$ cat config.mk
export PLATFORM = sky130hd
export DESIGN_NAME = seven_seg_scanner
export DESIGN_NICKNAME = d
export VERILOG_FILES = /design/src/rtl/seven_seg_scanner_pkg.sv /design/src/rtl/seven_seg_scanner_hex_to_seg.sv /design/src/rtl/seven_seg_scanner.sv
export SDC_FILE = /design/constraint.sdc
export NUM_CORES = 1
export LEC_CHECK = 0
export BUFFER_PORTS_ARGS = -buffer_cell sky130_fd_sc_hd__buf_2
export CORE_MARGIN = 8
export CORE_UTILIZATION = 48
export CTS_BUF_LIST = sky130_fd_sc_hd__clkbuf_16
export DETAILED_ROUTE_END_ITERATION = 10
export PLACE_DENSITY = 0.68
export SETUP_SLACK_MARGIN = 0.1
export SLEW_MARGIN = 20
export SYNTH_ARGS = -nofsm -noshare
export SYNTH_HDL_FRONTEND = slang
export SYNTH_SLANG_ARGS = --single-unit
$ cat constraint.sdc
create_clock -name clk -period 2 [get_ports clk]
set_input_delay 0.2 -clock clk [delete_from_list [all_inputs] [get_ports clk]]
set_output_delay 0.2 -clock clk [all_outputs]
set_load 0.01 [all_outputs]
$ cat src/rtl/seven_seg_scanner_pkg.sv
// Shared definitions for the seven-segment display code.
//   SEG_OFF / EN_OFF : all-dark segment and anode patterns (active-low)
//   scan_state_e     : scanner states ST_GAP / ST_DRIVE
//   hex2seg()        : 4-bit hex digit to active-low {g,f,e,d,c,b,a}
package seven_seg_scanner_pkg;

  localparam logic [6:0] SEG_OFF = 7'b1111111;
  localparam logic [3:0] EN_OFF  = 4'b1111;

  typedef enum logic {
    ST_GAP   = 1'b0,
    ST_DRIVE = 1'b1
  } scan_state_e;

  function automatic logic [6:0] hex2seg(input logic [3:0] hex);
    logic [6:0] seg;
    case (hex)
      4'h0:    seg = 7'b1000000;
      4'h1:    seg = 7'b1111001;
      4'h2:    seg = 7'b0100100;
      4'h3:    seg = 7'b0110000;
      4'h4:    seg = 7'b0011001;
      4'h5:    seg = 7'b0010010;
      4'h6:    seg = 7'b0000010;
      4'h7:    seg = 7'b1111000;
      4'h8:    seg = 7'b0000000;
      4'h9:    seg = 7'b0010000;
      4'hA:    seg = 7'b0001000;
      4'hB:    seg = 7'b0000011;
      4'hC:    seg = 7'b1000110;
      4'hD:    seg = 7'b0100001;
      4'hE:    seg = 7'b0000110;
      default: seg = 7'b0001110;
    endcase
    return seg;
  endfunction

endpackage

$ cat src/rtl/seven_seg_scanner_hex_to_seg.sv
// Combinational hex digit decoder.
//   hex_i : 4-bit digit value
//   seg_o : active-low segments {g,f,e,d,c,b,a}
module hex_to_seg
  import seven_seg_scanner_pkg::*;
(
  input  logic [3:0] hex_i,
  output logic [6:0] seg_o
);

  assign seg_o = hex2seg(hex_i);

endmodule

$ cat src/rtl/seven_seg_scanner.sv
// Time-multiplexed driver for a 4-digit common-anode seven-segment display.
// A loaded value waits in a pending buffer and is committed only at the end
// of a full scan, so no digit ever shows a half-updated frame. Each digit is
// driven for CLK_DIV cycles, preceded by a one-cycle all-dark gap.
//   clk           : system clock, rising edge
//   reset_btn     : asynchronous reset, active-low
//   value         : 16-bit hex value, value[3:0] is digit 0 (rightmost)
//   blank         : blank[i]=1 keeps digit i dark
//   load          : one-cycle strobe capturing value/blank into pending
//   seven_segment : active-low segments {g,f,e,d,c,b,a}
//   enable        : active-low digit anodes, enable[i] selects digit i
//   frame_done    : one-cycle pulse during the gap that follows each frame
module seven_seg_scanner
  import seven_seg_scanner_pkg::*;
#(
  parameter int CLK_DIV = 50000
) (
  input  logic        clk,
  input  logic        reset_btn,
  input  logic [15:0] value,
  input  logic [3:0]  blank,
  input  logic        load,
  output logic [6:0]  seven_segment,
  output logic [3:0]  enable,
  output logic        frame_done
);

  localparam int              CNT_W    = (CLK_DIV > 1) ? $clog2(CLK_DIV) : 1;
  localparam logic [CNT_W-1:0] CNT_LAST = CNT_W'(CLK_DIV - 1);

  scan_state_e      state_q;
  logic [1:0]       idx_q;
  logic [CNT_W-1:0] cnt_q;
  logic [15:0]      shown_val_q;
  logic [3:0]       shown_blank_q;
  logic [15:0]      pend_val_q;
  logic [3:0]       pend_blank_q;
  logic             pend_valid_q;
  logic             boundary_q;
  logic [6:0]       seg_q;
  logic [3:0]       en_q;
  logic             frame_done_q;

  logic [3:0]       cur_hex;
  logic [6:0]       cur_seg;
  logic             last_cycle;
  logic             boundary;

  assign cur_hex    = shown_val_q[{idx_q, 2'b00} +: 4];
  assign last_cycle = (state_q == ST_DRIVE) && (cnt_q == CNT_LAST);
  assign boundary   = last_cycle && (idx_q == 2'd3);

  hex_to_seg u_hex_to_seg (
    .hex_i (cur_hex),
    .seg_o (cur_seg)
  );

  // The pin registers are loaded from the current state, so the visible
  // pattern trails the state by one cycle: after reset the first edge shows
  // the gap and the second edge shows digit 0.
  always_ff @(posedge clk or negedge reset_btn) begin
    if (!reset_btn) begin
      state_q       <= ST_GAP;
      idx_q         <= 2'd0;
      cnt_q         <= '0;
      shown_val_q   <= 16'h0000;
      shown_blank_q <= 4'b0000;
      pend_valid_q  <= 1'b0;
      boundary_q    <= 1'b0;
      seg_q         <= SEG_OFF;
      en_q          <= EN_OFF;
      frame_done_q  <= 1'b0;
    end else begin
      // boundary_q is high exactly while the post-frame gap is the state,
      // which is the cycle its all-dark pattern reaches the pins.
      boundary_q   <= boundary;
      frame_done_q <= boundary_q;

      if ((state_q == ST_DRIVE) && !shown_blank_q[idx_q]) begin
        en_q  <= ~(4'b0001 << idx_q);
        seg_q <= cur_seg;
      end else begin
        en_q  <= EN_OFF;
        seg_q <= SEG_OFF;
      end

      case (state_q)
        ST_GAP: begin
          state_q <= ST_DRIVE;
          cnt_q   <= '0;
        end
        ST_DRIVE: begin
          if (last_cycle) begin
            state_q <= ST_GAP;
            idx_q   <= idx_q + 2'd1;
          end else begin
            cnt_q <= cnt_q + CNT_W'(1);
          end
        end
      endcase

      // Commit takes the pending contents as they were before this edge;
      // a load on the same edge refills pending for the next frame.
      if (boundary && pend_valid_q) begin
        shown_val_q   <= pend_val_q;
        shown_blank_q <= pend_blank_q;
      end
      if (load) begin
        pend_valid_q <= 1'b1;
      end else if (boundary) begin
        pend_valid_q <= 1'b0;
      end
    end
  end

  // Pending payload is qualified by pend_valid_q and needs no reset.
  always_ff @(posedge clk) begin
    if (load) begin
      pend_val_q   <= value;
      pend_blank_q <= blank;
    end
  end

  assign seven_segment = seg_q;
  assign enable        = en_q;
  assign frame_done    = frame_done_q;

endmodule

Word-level counts from Yosys, hierarchy flattened
Memory sizes are Yosys's and may differ from the RTL's.
Index checks and enable logic that the tools add are counted.
{"block": "op_classes", "bitwise": 2, "n_shift": 2, "add_sub_neg": 2, "n_eq_ne": 3, "n_mux": 10, "order_cmp": 1, "reduce_logical": 7}
{"op": "$pmux W16 S2", "count": 1}
{"op": "$add A16 B1 Y16 const B", "count": 1}
{"op": "$eq A16 B16 Y1 const B", "count": 1}
{"op": "$mux W16", "count": 1}
{"op": "$shiftx A16 B5 Y4", "count": 1}
{"op": "$mux W7", "count": 1}
{"op": "$logic_and A1 B1 Y1", "count": 4}
{"op": "$mux W1", "count": 4}
{"op": "$mux W4", "count": 1}
{"op": "$not A4 Y4", "count": 1}
{"op": "$shl A1 B2 Y4 const A", "count": 1}
{"op": "$lt A2 B3 Y1 const B", "count": 1}
{"op": "$add A2 B1 Y2 const B", "count": 1}
{"op": "$bmux W1 S2", "count": 1}
{"op": "$eq A2 B2 Y1 const B", "count": 1}
{"op": "$ne A2 B2 Y1 const B", "count": 1}
{"op": "$pmux W1 S2", "count": 1}
{"op": "$reduce_and A2 Y1", "count": 1}
{"op": "$reduce_bool A2 Y1", "count": 1}
{"op": "$logic_not A1 Y1", "count": 1}
{"op": "$not A1 Y1", "count": 1}
{"block": "word_totals", "n_memories": 1, "romBits": 112, "output_inout_bits": 12, "wordCells": 40, "register_bits": 73}
{"memory": "(name not given)", "words": 16, "width": 7, "rd": 1, "rd_clocked_by_memory_dff": 0, "wr": 0, "line_no": "seven_seg_scanner_pkg.sv:17", "source": "case (hex)"}

Logic depth before layout (Yosys ltp)
Gate-level depths: netlist of the first run.
{"block": "logic_depth", "word_depth": 5, "ltp_mapped": 8, "mapped_depth_nobuf": 7}

Modules after synthesis
A second synthesis of the first run with hierarchy kept.
{"block": "hier_totals", "hier_cells": 232, "hier_area_um2": 3245.6}
{"mod": "seven_seg_scanner", "seq_area_each_um2": 1940.6, "cells_each": 200, "n_inst": 1, "area_each_um2": 2970.3}
{"mod": "hex_to_seg", "seq_area_each_um2": 0.0, "cells_each": 32, "n_inst": 1, "area_each_um2": 275.3}

Worst setup path before layout of the first run
No wires, ideal clock.
{"block": "synth_timing", "path_type": "flip-flop to flip-flop", "startpoint": "register idx_q[0]", "endpoint": "register seg_q[5], in the netlist seven_segment[5]", "setup_slack_ns": 0.183, "stages_incl_launch_ff": 7, "arrival_time_ns": 1.726, "path_cell_list": "dfrtp_1 > buf_6 > mux4_2 > ha_1 > mux2_4 > nand2_1 > o311ai_1"}
{"block": "synth_between", "elab_chain_len": 5, "word_cells_on_any_way": 7}
{"element": "from (decl)", "line_no": "seven_seg_scanner.sv:32", "source": "logic [1:0] idx_q;"}
{"element": "from (signal assigned)", "line_no": "seven_seg_scanner.sv:95", "source": "idx_q <= idx_q + 2'd1;"}
{"element": "branches (longest 4 deep; another with $mem_v2 Z16 W7)"}
{"element": "$mux W7 (*)", "line_no": "seven_seg_scanner.sv:79", "source": "if ((state_q == ST_DRIVE) && !shown_blank_q[idx_q]) begin"}
{"element": "to (signal assigned)", "line_no": "seven_seg_scanner.sv:81", "source": "seg_q <= cur_seg;"}
{"element": "to (decl)", "line_no": "seven_seg_scanner.sv:40", "source": "logic [6:0] seg_q;"}
Mark *: on every way between the ends. The select of a mux whose other input is x is not followed.
A chain may end at the register's enable or synchronous reset.

Worst setup path in the final report of the first run
{"block": "layout_timing", "startpoint": "register idx_q[0]", "endpoint": "register seg_q[3], in the netlist seven_segment[3]"}
Same word-level chain as after synthesis.

==> key figures, run 1 <==
Cells and area
  – Post-Layout Cell Count: 365
  – P&R area growth vs syn: 20.6%
  – Number of diodes: 0
  – NumNets Final: 317
  – Layout cells sized above 1: just under 40%

Timing
  – Post-layout min period: between 1.5 and 2 ns
  – Slew Viols, Final: 0
  – Fin. Hold Viols: 0
  – Count of final setup violators: 0
  – Setup tns final: 0 ns
  – Achievable Freq: around 550 MHz
  – Clock Skews: between 0.005 and 0.006 ns
  – Slew headroom: between 50% and 60%
  – Slew @ Worst Pin: around 0.61 ns
  – Crit share post-route: 91.6%
  – RSZ-0062 raised after global routing: yes

CTS
  – CTS Sinks: 73
  – Num CTS Buffers: 9
  – Clock latency on the worst-skew pair: 0.33 ns
  – Root Buffer Master: clkbuf_16
  – Clock Path Buffers: 2
  – Clock transition at path regs: about 0.06 ns
  – CTS tree: yes
  – H-tree depth: 3

Yosys
  – Post-synth EDFFs: 20
  – Syn_area_per_cell: 13.6 µm²
  – Synth Flop Type: dfrtp_1
  – Async SR Flop Fraction: 72.6%
  – Seq/Total Area, Yosys: 60.9%
  – Netlist cell types: 43
  – Net Count, Synth: approximately 270
  – Post-Syn Instances: approximately 230
  – Register bit total from synthesis: 73
  – Synth warn: 0
  – Synthesized area: about 3200 µm²

Floorplanning
  – Initial core utilization: 49.9%
  – Cell row count: 29
  – Core Area: 6390 µm²
  – Die area: ~9500 µm²
  – I/O Pins: 35
  – Die width: between 90 and 100 µm
  – Die extent in y: a little under 100 µm

Global route
  – Initial antenna violation count: 0
  – Gr usage total: 12.5%
  – Grt ovf: 0
  – Global-route wire length before repair: between 9000 and 10000 µm
  – Vias in the first global route: between 1500 and 2000
  – Pin count of the biggest net entering global routing: 29

Run
  – Max_cap viols: 0

Routing
  – Wire per inst: 14.9 µm
  – Via Count: 1902
  – Detailed-route DRC error count: 0
  – Router iterations before antenna repair: 4
  – Initial DRC Count: 74
  – Final WL: about 5400 µm
  – Post-route ant nets: 0
  – Vias per std cell: roughly 5.2

Critical path
  – Startpoint types: flop
  – CP Cell Sequence: mux4_2 > inv_2 > ha_1 > inv_1 > mux2i_1 > nor4_1 > a31oi_1
  – R2R Path Start: idx_q[0]$_DFFE_PN0P_
  – Worst-path fanout max: 6
  – Bufs and invs on worst path: 2
  – Crit. End Element: flop
  – Critical path's slowest cell: mux4_2
  – Worst EP required: 2.25 ns
  – R2R Path End: seven_segment[3]$_DFF_PN1_
  – Slowest stage delay, CP: between 0.5 and 0.6 ns
  – Worst Reg-to-Reg Cells: 7
  – Crit path arrival time: about 2.1 ns
  – Setup crit start: idx_q[0]$_DFFE_PN0P_
  – R2R Setup Slk: approximately 0.17 ns
  – CP delay by family, top: multiplexers
  – Worst setup path category: flop to flop

Worst hold path
  – Worst Hold Path EP: pend_val_q[10]$_DFFE_PP_
  – Hold Path Cell Cnt: 1
  – Worst Hold Class: input port to flop
  – Hold_sp: value[10]

Run status
  – Status: complete, no violations

Placed design
  – Port bufs: 34
  – DP HPWL: a little under 4000 µm
  – RePlAce Congestion: slightly above 0.8
  – Placed insts: 347

Pwr
  – Worst vdd ir: about 640 µV
  – Pwr dens: around 850 nW/µm²
  – Pleak: about 1.7 nW
-- final cells by class --
| cell class | count | area [µm²] |
|---|---|---|
| clock buffers | 9 | 225 |
| clock inverters | 7 | 83.8 |
| fillers | 515 | 2550 |
| inverters | 8 | 30.0 |
| multi-input cells | 143 | 1160 |
| flip-flops and latches | 73 | 1940 |
| well taps | 77 | 96.3 |
| repair buffers | 48 | 303 |
-- placed cells by master, fill, tap and decap left out, types with 5 or more instances in the layout --
| cell | count |
|---|---|
| edfxtp_1 | 20 |
| nand2_1 | 17 |
| ha_1 | 10 |
| buf_2 | 34 |
| nand2b_1 | 5 |
| xnor2_1 | 6 |
| mux4_2 | 5 |
| clkbuf_16 | 9 |
| mux2i_1 | 6 |
| a21oi_1 | 6 |
| dfrtp_1 | 41 |
| nand3_1 | 8 |
| mux2_2 | 22 |
| inv_1 | 6 |
| nand4_1 | 6 |
| buf_4 | 11 |
| nor2_1 | 13 |
| dfstp_2 | 11 |
-- worst max path at each step --
stage	end	slack [ns]	depth (start not counted)
2_1_floorplan	seven_segment[5]$_DFF_PN1_	0.18	6
3_3_place_gp	seven_segment[5]$_DFF_PN1_	0.18	5
3_5_place_dp	seven_segment[3]$_DFF_PN1_	0.03	7
4_1_cts	seven_segment[3]$_DFF_PN1_	0.10	7
5_1_grt	seven_segment[3]$_DFF_PN1_	0.05	7
6_report	seven_segment[3]$_DFF_PN1_	0.17	7
-- power by group --
group / switching (mW) / internal, mW / leakage (nW)
registers: 0.00927 / 1.57 / 0.875
logic: 0.0323 / 0.0206 / 0.698
clock network: 0.647 / 0.991 / 0.149
total: 0.689 / 2.58 / 1.72
-- through the flow --
stage | util, % | power, mW | hold slack [ns] | cell area [µm²] | setup WS (ns)
after floorplan | - | 1.60 | -0.0956 | 3180 | 0.183
after global placement | 54.9 | 1.66 | 0.235 | 3510 | 0.177
after detailed placement | 54.9 | 1.66 | 0.236 | 3510 | 0.0273
after CTS | 59.9 | 3.32 | 0.0279 | 3830 | 0.103
after global routing | 60.1 | 3.39 | 0.0259 | 3840 | 0.0481
final | 60.1 | 3.27 | 0.0405 | 3840 | 0.168
-- synthesized netlist by cell type, types with 6 or more instances --
master / count / area share [%]
dfrtp_1: 42 / 33
inv_1: 7 / 0.83
nand2_1: 17 / 2.0
a21oi_1: 6 / 0.94
nor2_1: 14 / 1.7
dfstp_2: 11 / 9.1
xnor2_1: 6 / 1.7
nand3_1: 8 / 1.3
mux2_2: 22 / 7.8
mux2i_1: 6 / 1.9
ha_1: 11 / 4.3
nand4_1: 6 / 1.2
edfxtp_1: 20 / 19
-- flip-flops by register name, indices dropped and copies added, names as in the netlist --
name / flops
boundary_q: 1
cnt_q: 16
enable: 4
frame_done: 1
idx_q: 2
pend_blank_q: 4
pend_val_q: 16
pend_valid_q: 1
seven_segment: 7
shown_blank_q: 4
shown_val_q: 16
state_q: 1
-- metal layers --
| layer | vias up | part of all wire [%] | global-route usage (%) |
|---|---|---|---|
| li1 | 942 | - | - |
| met1 | 910 | 51 | 16.7 |
| met5 | - | 0 | 0 |
| met2 | 42 | 42 | 17.0 |
| met3 | 8 | 5.0 | 4.55 |
| met4 | 0 | 2.0 | 6.64 |
-- cells by family (layout without fill, tap and decap cells) --
family                   after synthesis  count (layout)  share of synthesized area (%)
adder cells (fa/ha/maj)               11              11                           4.32
buffers and inverters                 18              72                           2.79
XOR/XNOR                               9               9                           2.48
AO/OA/AOI/OAI                         18              18                           3.38
AND/OR/NAND/NOR                       71              71                           12.4
flip-flops                            73              73                           60.9
multiplexers                          34              34                           13.7
-- repair_timing --
item,4_1_cts,5_1_grt
buffers inserted,0,1
endpoints found under the setup margin,2,23
hold buffers,1,0
endpoints found under the hold margin,23,0
resized for setup,1,3
pin swaps,0,0
Power figures use the tool's default switching activity.
==> inputs of run 2 (changes only) <==
Settings changed: REMOVE_ABC_BUFFERS from default to 1.
==> run 2 against run 1 <==
Compared with the run above:
- total power rose by 0.71%
- count of clock-buffer cells in the layout did not move
- critical path depth is 1 lower
- first-iteration DRC count shrank 15%
- core utilization rose by 0.18 points
- critical path type unchanged
- critical endpoint is now idx_q[1]$_DFFE_PN0P_
==> key figures, run 2 (synthesis results as in run 1) <==
Global route
  – Grt ovf: 0
  – Pin count of the biggest net entering global routing: 31
  – M2 GR Usage: around a fifth
  – Gr usage total: 12.5%
  – Vias in the first global route: 1976
  – Global-route wire length before repair: around 9600 µm
  – Initial antenna violation count: 0
  – Most crowded layer after global routing: met2
  – Met3 Usage GRT: under 10%
  – Grt met1 use: between 10% and 20%

Routing
  – Initial DRC Count: 63
  – Final WL: about 5600 µm
  – Detailed-route DRC error count: 0
  – Router iterations before antenna repair: 4
  – Via Count: 1924
  – Wire per inst: 15.5 µm
  – Post-route ant nets: 0
  – Vias per std cell: between 5 and 6

Pwr
  – Clock power frac: approximately half
  – Switching power: just over 0.6 mW
  – Pint: 2.67 mW
  – Flop pwr share: ~48%
  – Post-layout total power: between 3 and 4 mW
  – Net Sw Frac: a little under a fifth
  – Pwr dens: approximately 860 nW/µm²
  – Worst vdd ir: ~750 µV
  – Pleak: around 1.7 nW
  – Part of the power in combinational logic: 1.6%

Floorplanning
  – Die extent in y: 97.5 µm
  – Cell row count: 29
  – I/O Pins: 35
  – Core Area: between 6000 and 7000 µm²
  – Initial core utilization: about 50%
  – Die width: just under 100 µm
  – Die area: ~9500 µm²

Timing
  – Setup tns final: 0 ns
  – Slew @ Worst Pin: about 0.57 ns
  – Crit share post-route: about nine tenths
  – Slew Viols, Final: 0
  – Count of final setup violators: 0
  – Clock Skews: approximately 0.0069 ns
  – RSZ-0062 raised after global routing: yes
  – Fin. Hold Viols: 0
  – Final hold slack: between 0.04 and 0.05 ns
  – Slew headroom: 61.9%
  – Achievable Freq: roughly 550 MHz
  – Post-layout min period: around 1.8 ns

Cells and area
  – Number of diodes: 0
  – Commonest non-fill, non-tap cell in the layout: dfrtp_1
  – Post-Layout Cell Count: around 370
  – Fill cells: roughly 520
  – P&R area growth vs syn: 20.9%
  – Top Registers: cnt_q: 16 flops, pend_val_q: 16 flops, shown_val_q: 16 flops
  – NumNets Final: roughly 320
  – Final Core Density: between 60% and 70%
  – Most frequent cells in the layout: dfrtp_1, buf_2, mux2_2
  – Layout cells sized above 1: between 30 and 40%

Critical path
  – Worst setup path category: flop to flop
  – Worst-path fanout max: 7
  – Crit. End Element: flop
  – Startpoint types: flop
  – Worst EP required: 2.21 ns
  – Crit path arrival time: just over 2 ns

Run status
  – Status: complete, no violations

Run
  – Max_cap viols: 0

CTS
  – CTS tree: yes
  – CTS Sinks: between 70 and 80
  – Clock transition at path regs: roughly 0.060 ns
  – Clock Path Buffers: 2
  – Root Buffer Master: clkbuf_16
  – H-tree depth: 3
  – Clock latency on the worst-skew pair: approximately 0.33 ns
  – Num CTS Buffers: 9

Placed design
  – DP HPWL: ~3800 µm
  – Port bufs: 34
  – Placed insts: around 340
  – RePlAce Congestion: between 0.8 and 0.9

Worst hold path
  – Worst Hold Class: input port to flop
[run 2: cell types whose count changed in the layout (fill, tap and decap cells not counted)]
cell / delta
clkinv_1: +1
ha_2: +1
dfrtp_1: -1
dfrtp_2: +1
inv_2: +1
clkinvlp_4: +1
inv_6: -4
buf_6: +1
bufinv_16: +1
buf_4: -1
clkinv_2: +1
ha_1: -1
inv_8: -1
[run 2: routing by layer]
metal | up-vias | wire length [µm]
li1 | 942 | -
met3 | 9 | 232
met2 | 40 | 2570
met4 | 0 | 111
met1 | 933 | 2730
met5 | - | 0
[run 2: power groups by stage]
stage	Sequential, mW	Clock (mW)	Combinational [mW]
detailed placement	1.61	0	0.0541
CTS	1.58	1.69	0.0561
global placement	1.61	0	0.0525
finish	1.58	1.66	0.0534
global route	1.58	1.74	0.0622
floorplan	1.60	0	0.000748
[run 2: critical path, stage by stage, from the launching register on]
cell      delay, ns
dfrtp_1        0.40
ha_2           0.23
and4b_1        0.24
nand4b_2       0.13
buf_4          0.18
or2_1          0.24
mux2_2         0.27
[run 2: area by class of cell]
cell class	instances	area, µm²	area share (%)
clock buffer	9	225	5.85
clock inverter	7	87.6	2.27
inverter	8	30.0	0.780
multi-input combinational	143	1160	30.2
sequential	73	1940	50.5
tap	77	96.3	2.50
timing repair buffer	48	307	7.96
[run 2: path summary, 6_finish.rpt]
path | startpoint | depth (start not counted) | slack [ns] | end
max in group asynchronous | reset_btn | 3 | 0.97 | seven_segment[4]$_DFF_PN1_
worst max-delay path | cnt_q[0]$_DFFE_PN0N_ | 6 | 0.19 | idx_q[1]$_DFFE_PN0P_
min in group asynchronous | reset_btn | 2 | 0.40 | cnt_q[7]$_DFFE_PN0N_
worst max register to register | cnt_q[0]$_DFFE_PN0N_ | 6 | 0.19 | idx_q[1]$_DFFE_PN0P_
worst min-delay path | value[6] | 1 | 0.04 | pend_val_q[6]$_DFFE_PP_
worst min register to register | boundary_q$_DFF_PN0_ | 0 | 0.35 | frame_done$_DFF_PN0_
[run 2: what timing repair did]
item                                   in CTS  in global routing
hold buffers                                1                  0
setup endpoints to repair                   0                 26
setup buffers                               0                  5
endpoints found under the hold margin      21                  0
resized for setup                           0                  8
[run 2: through the flow]
step / cell area [µm²] / worst slack, ns
after floorplan: 3130 / -0.425
after global placement: 3480 / 0.139
after detailed placement: 3480 / 0.138
after CTS: 3800 / 0.124
after global routing: 3850 / 0.0880
final: 3850 / 0.188
==> inputs of run 3 (changes only) <==
Settings changed: ABC_AREA from default to 1, CORE_UTILIZATION 48 to 50, PLACE_DENSITY 0.68 to 0.7.
==> run 3 against run 2 <==
Compared with the run above:
- via count up 29%
- core utilization up 1.5 points
- cell count up 33%
- die area about the same
- setup slack better by 0.14 ns
- total power up 5.1%
- global-route usage up 2.0 points
- sequential cell count unchanged
- wire length up 13%
- clock power up 10%
- critical endpoint is now shown_val_q[7]$_DFFE_PN0P_
- largest cell class unchanged
- largest power group unchanged
==> key figures, run 3 <==
Global route
  – Pin count of the biggest net entering global routing: 54
  – Global-route wire length before repair: between 10000 and 15000 µm
  – Gr usage total: 14.4%
  – Grt ovf: 0
  – Initial antenna violation count: 0
  – Vias in the first global route: between 2000 and 3000

Routing
  – Detailed-route DRC error count: 0
  – Post-route ant nets: 0
  – Initial DRC Count: just over 90
  – Wire per inst: between 10 and 15 µm
  – Via Count: 2486
  – Router iterations before antenna repair: 5
  – Final WL: between 6000 and 7000 µm
  – Vias per std cell: 5.13

Yosys
  – Post-Syn Instances: between 300 and 400
  – Syn_area_per_cell: ~9 µm²
  – Synth Flop Type: dfrtp_1
  – XOR/XNOR share of the synthesized area: less than 1%
  – Synthesized area: between 3000 and 4000 µm²
  – Post-synth EDFFs: 20
  – Register bit total from synthesis: 73
  – Synth Area in Compound Gates: approximately 3.8%
  – Netlist cell types: 31
  – Commonest cells post-synth: nand2_1, nand3_1, dfrtp_1
  – Async SR Flop Fraction: between 70% and 80%
  – Largest family of logic cells by synthesized area: simple AND/OR/NAND/NOR gates
  – Post-synthesis mux area share: 0%
  – Yosys top cell by area: dfrtp_1
  – Top cells by area, synth: dfrtp_1, edfxtp_1, nand2_1
  – Most common cell in the netlist: nand2_1
  – Adder-cell share of the synthesized area: under 10%
  – Synth Area in Simple Gates: 27.9%
  – Seq/Total Area, Yosys: roughly three fifths
  – Synth top area share: a little under a third
  – Synth warn: 0

Critical path
  – Bufs and invs on worst path: 0
  – Critical path's slowest cell: dfrtp_1
  – Crit. End Element: flop
  – Worst setup path category: flop to flop
  – Worst-path fanout max: 11
  – Setup crit start: cnt_q[0]$_DFFE_PN0N_
  – Worst EP required: between 2 and 2.5 ns
  – Crit path arrival time: about 1.9 ns
  – CP Cell Sequence: ha_1 > nand3_2 > nor2_2 > nand3_4 > nor2_4 > nand3_1 > nand2_1
  – R2R Path Start: cnt_q[0]$_DFFE_PN0N_
  – Slowest stage delay, CP: around 0.38 ns
  – Startpoint types: flop
  – CP delay by family, top: simple AND/OR/NAND/NOR gates

Timing
  – Achievable Freq: roughly 600 MHz
  – Slew headroom: 71.2%
  – Slew Viols, Final: 0
  – Post-layout min period: ~1.7 ns
  – Clock Skews: 0.00775 ns
  – Final hold slack: 0.0357 ns
  – Count of final setup violators: 0
  – Slew @ Worst Pin: roughly 0.43 ns
  – Setup tns final: 0 ns
  – RSZ-0062 raised after global routing: no
  – Crit share post-route: a little over four fifths
  – Fin. Hold Viols: 0

Pwr
  – Worst vdd ir: roughly 530 µV
  – Switching power: 0.654 mW
  – Flop pwr share: a little under half
  – Pwr dens: a little under 900 nW/µm²
  – Clock power frac: between 50% and 60%
  – Post-layout total power: approximately 3.5 mW
  – Pint: about 2.8 mW
  – Part of the power in combinational logic: about 1.5%
  – Net Sw Frac: a little under a fifth
  – Pleak: roughly 1.9 nW

Cells and area
  – P&R area growth vs syn: 18.8%
  – Most frequent cells in the layout: nand2_1, nand3_1, dfrtp_1
  – Area taken by multi-input logic gates: ~1200 µm²
  – Layout cells sized above 1: between 20% and 30%
  – Fill cells: between 500 and 600
  – Top Registers: cnt_q: 16 flops, pend_val_q: 16 flops, shown_val_q: 16 flops
  – Commonest non-fill, non-tap cell in the layout: nand2_1
  – Number of diodes: 0
  – Final instance area: 3950 µm²
  – Register area: 1940 µm²
  – NumNets Final: between 400 and 500

Floorplanning
  – Die width: 97.5 µm
  – Core Area: between 6000 and 7000 µm²
  – Die extent in y: just under 100 µm
  – Die area: around 9500 µm²
  – I/O Pins: 35
  – Initial core utilization: 52.0%
  – Cell row count: 29

Placed design
  – RePlAce Congestion: slightly below 0.9
  – DP HPWL: between 4000 and 5000 µm
  – Port bufs: 34
  – DP Area: between 3000 and 4000 µm²

CTS
  – Clock Path Buffers: 2
  – Clock transition at path regs: approximately 0.060 ns
  – Clock latency on the worst-skew pair: between 0.3 and 0.4 ns
  – CTS tree: yes
  – H-tree depth: 3
  – Root Buffer Master: clkbuf_16
  – Num CTS Buffers: 9
  – CTS Sinks: 73

Worst hold path
  – Worst Hold Class: input port to flop
  – Hold_sp: value[9]

Run
  – Max_cap viols: 0

Run status
  – Status: complete, no violations
## run 3: cell count changes in the layout (fill, tap and decap cells not counted), sizes merged, moves of 8 or more
cell | before | now
inv | 9 | 30
nor2 | 14 | 31
buf | 47 | 39
nor3 | 1 | 9
nand3 | 8 | 46
nand2 | 17 | 122
mux2 | 23 | 0
## run 3: layout make-up
type | count | area share, %
Clock buffer | 9 | 5.71
Timing Repair Buffer | 40 | 5.84
Inverter | 30 | 2.89
Multi-Input combinational cell | 249 | 31.0
Sequential cell | 73 | 49.2
Tap cell | 77 | 2.44
Clock inverter | 7 | 2.98
## run 3: final timing paths
path | end | slack [ns] | depth (start not counted)
setup / recovery | shown_val_q[7]$_DFFE_PN0P_ | 0.32 | 7
hold / removal | pend_val_q[9]$_DFFE_PP_ | 0.04 | 1
setup reg to reg | shown_val_q[7]$_DFFE_PN0P_ | 0.32 | 7
hold reg to reg | frame_done$_DFF_PN0_ | 0.35 | 0
max in group asynchronous | enable[3]$_DFF_PN1_ | 1.30 | 3
min in group asynchronous | frame_done$_DFF_PN0_ | 0.40 | 3
## run 3: layer usage
metal,track usage (%),share of wire [%],up-vias
met1,16.9,45,1154
met3,3.41,3.9,10
met2,23.8,49,61
met4,7.69,1.7,0
met5,0,0,-
li1,-,-,1261
## run 3: logic make-up after synthesis
| kind of cell | count (synthesis) |
|---|---|
| AND/OR/NAND/NOR | 212 |
| adder cells (fa/ha/maj) | 11 |
| buffers and inverters | 39 |
| XOR/XNOR | 2 |
| flip-flops | 73 |
| AO/OA/AOI/OAI | 23 |
## run 3: what timing repair did
item                                    CTS  global route
hold buffers                              1             0
endpoints found under the setup margin    0            21
resized for setup                         0             2
buffers inserted                          0             0
endpoints found under the hold margin    42             0
## run 3: power by group through the flow
stage	Combinational, mW	Clock [mW]	Sequential [mW]
6_report	0.0521	1.83	1.58
3_5_place_dp	0.0531	0	1.61
5_1_grt	0.0604	1.92	1.58
3_3_place_gp	0.0517	0	1.61
4_1_cts	0.0547	1.86	1.58
2_1_floorplan	0.000325	0	1.61
## run 3: through the flow
stage | utilization (%) | worst slack [ns] | instances
finish | 61.8 | 0.324 | 485
global route | 61.8 | 0.130 | 485
CTS | 61.6 | 0.224 | 484
detailed placement | 56.0 | 0.314 | 467
global placement | 56.0 | 0.318 | 467
floorplan | - | 0.309 | 351
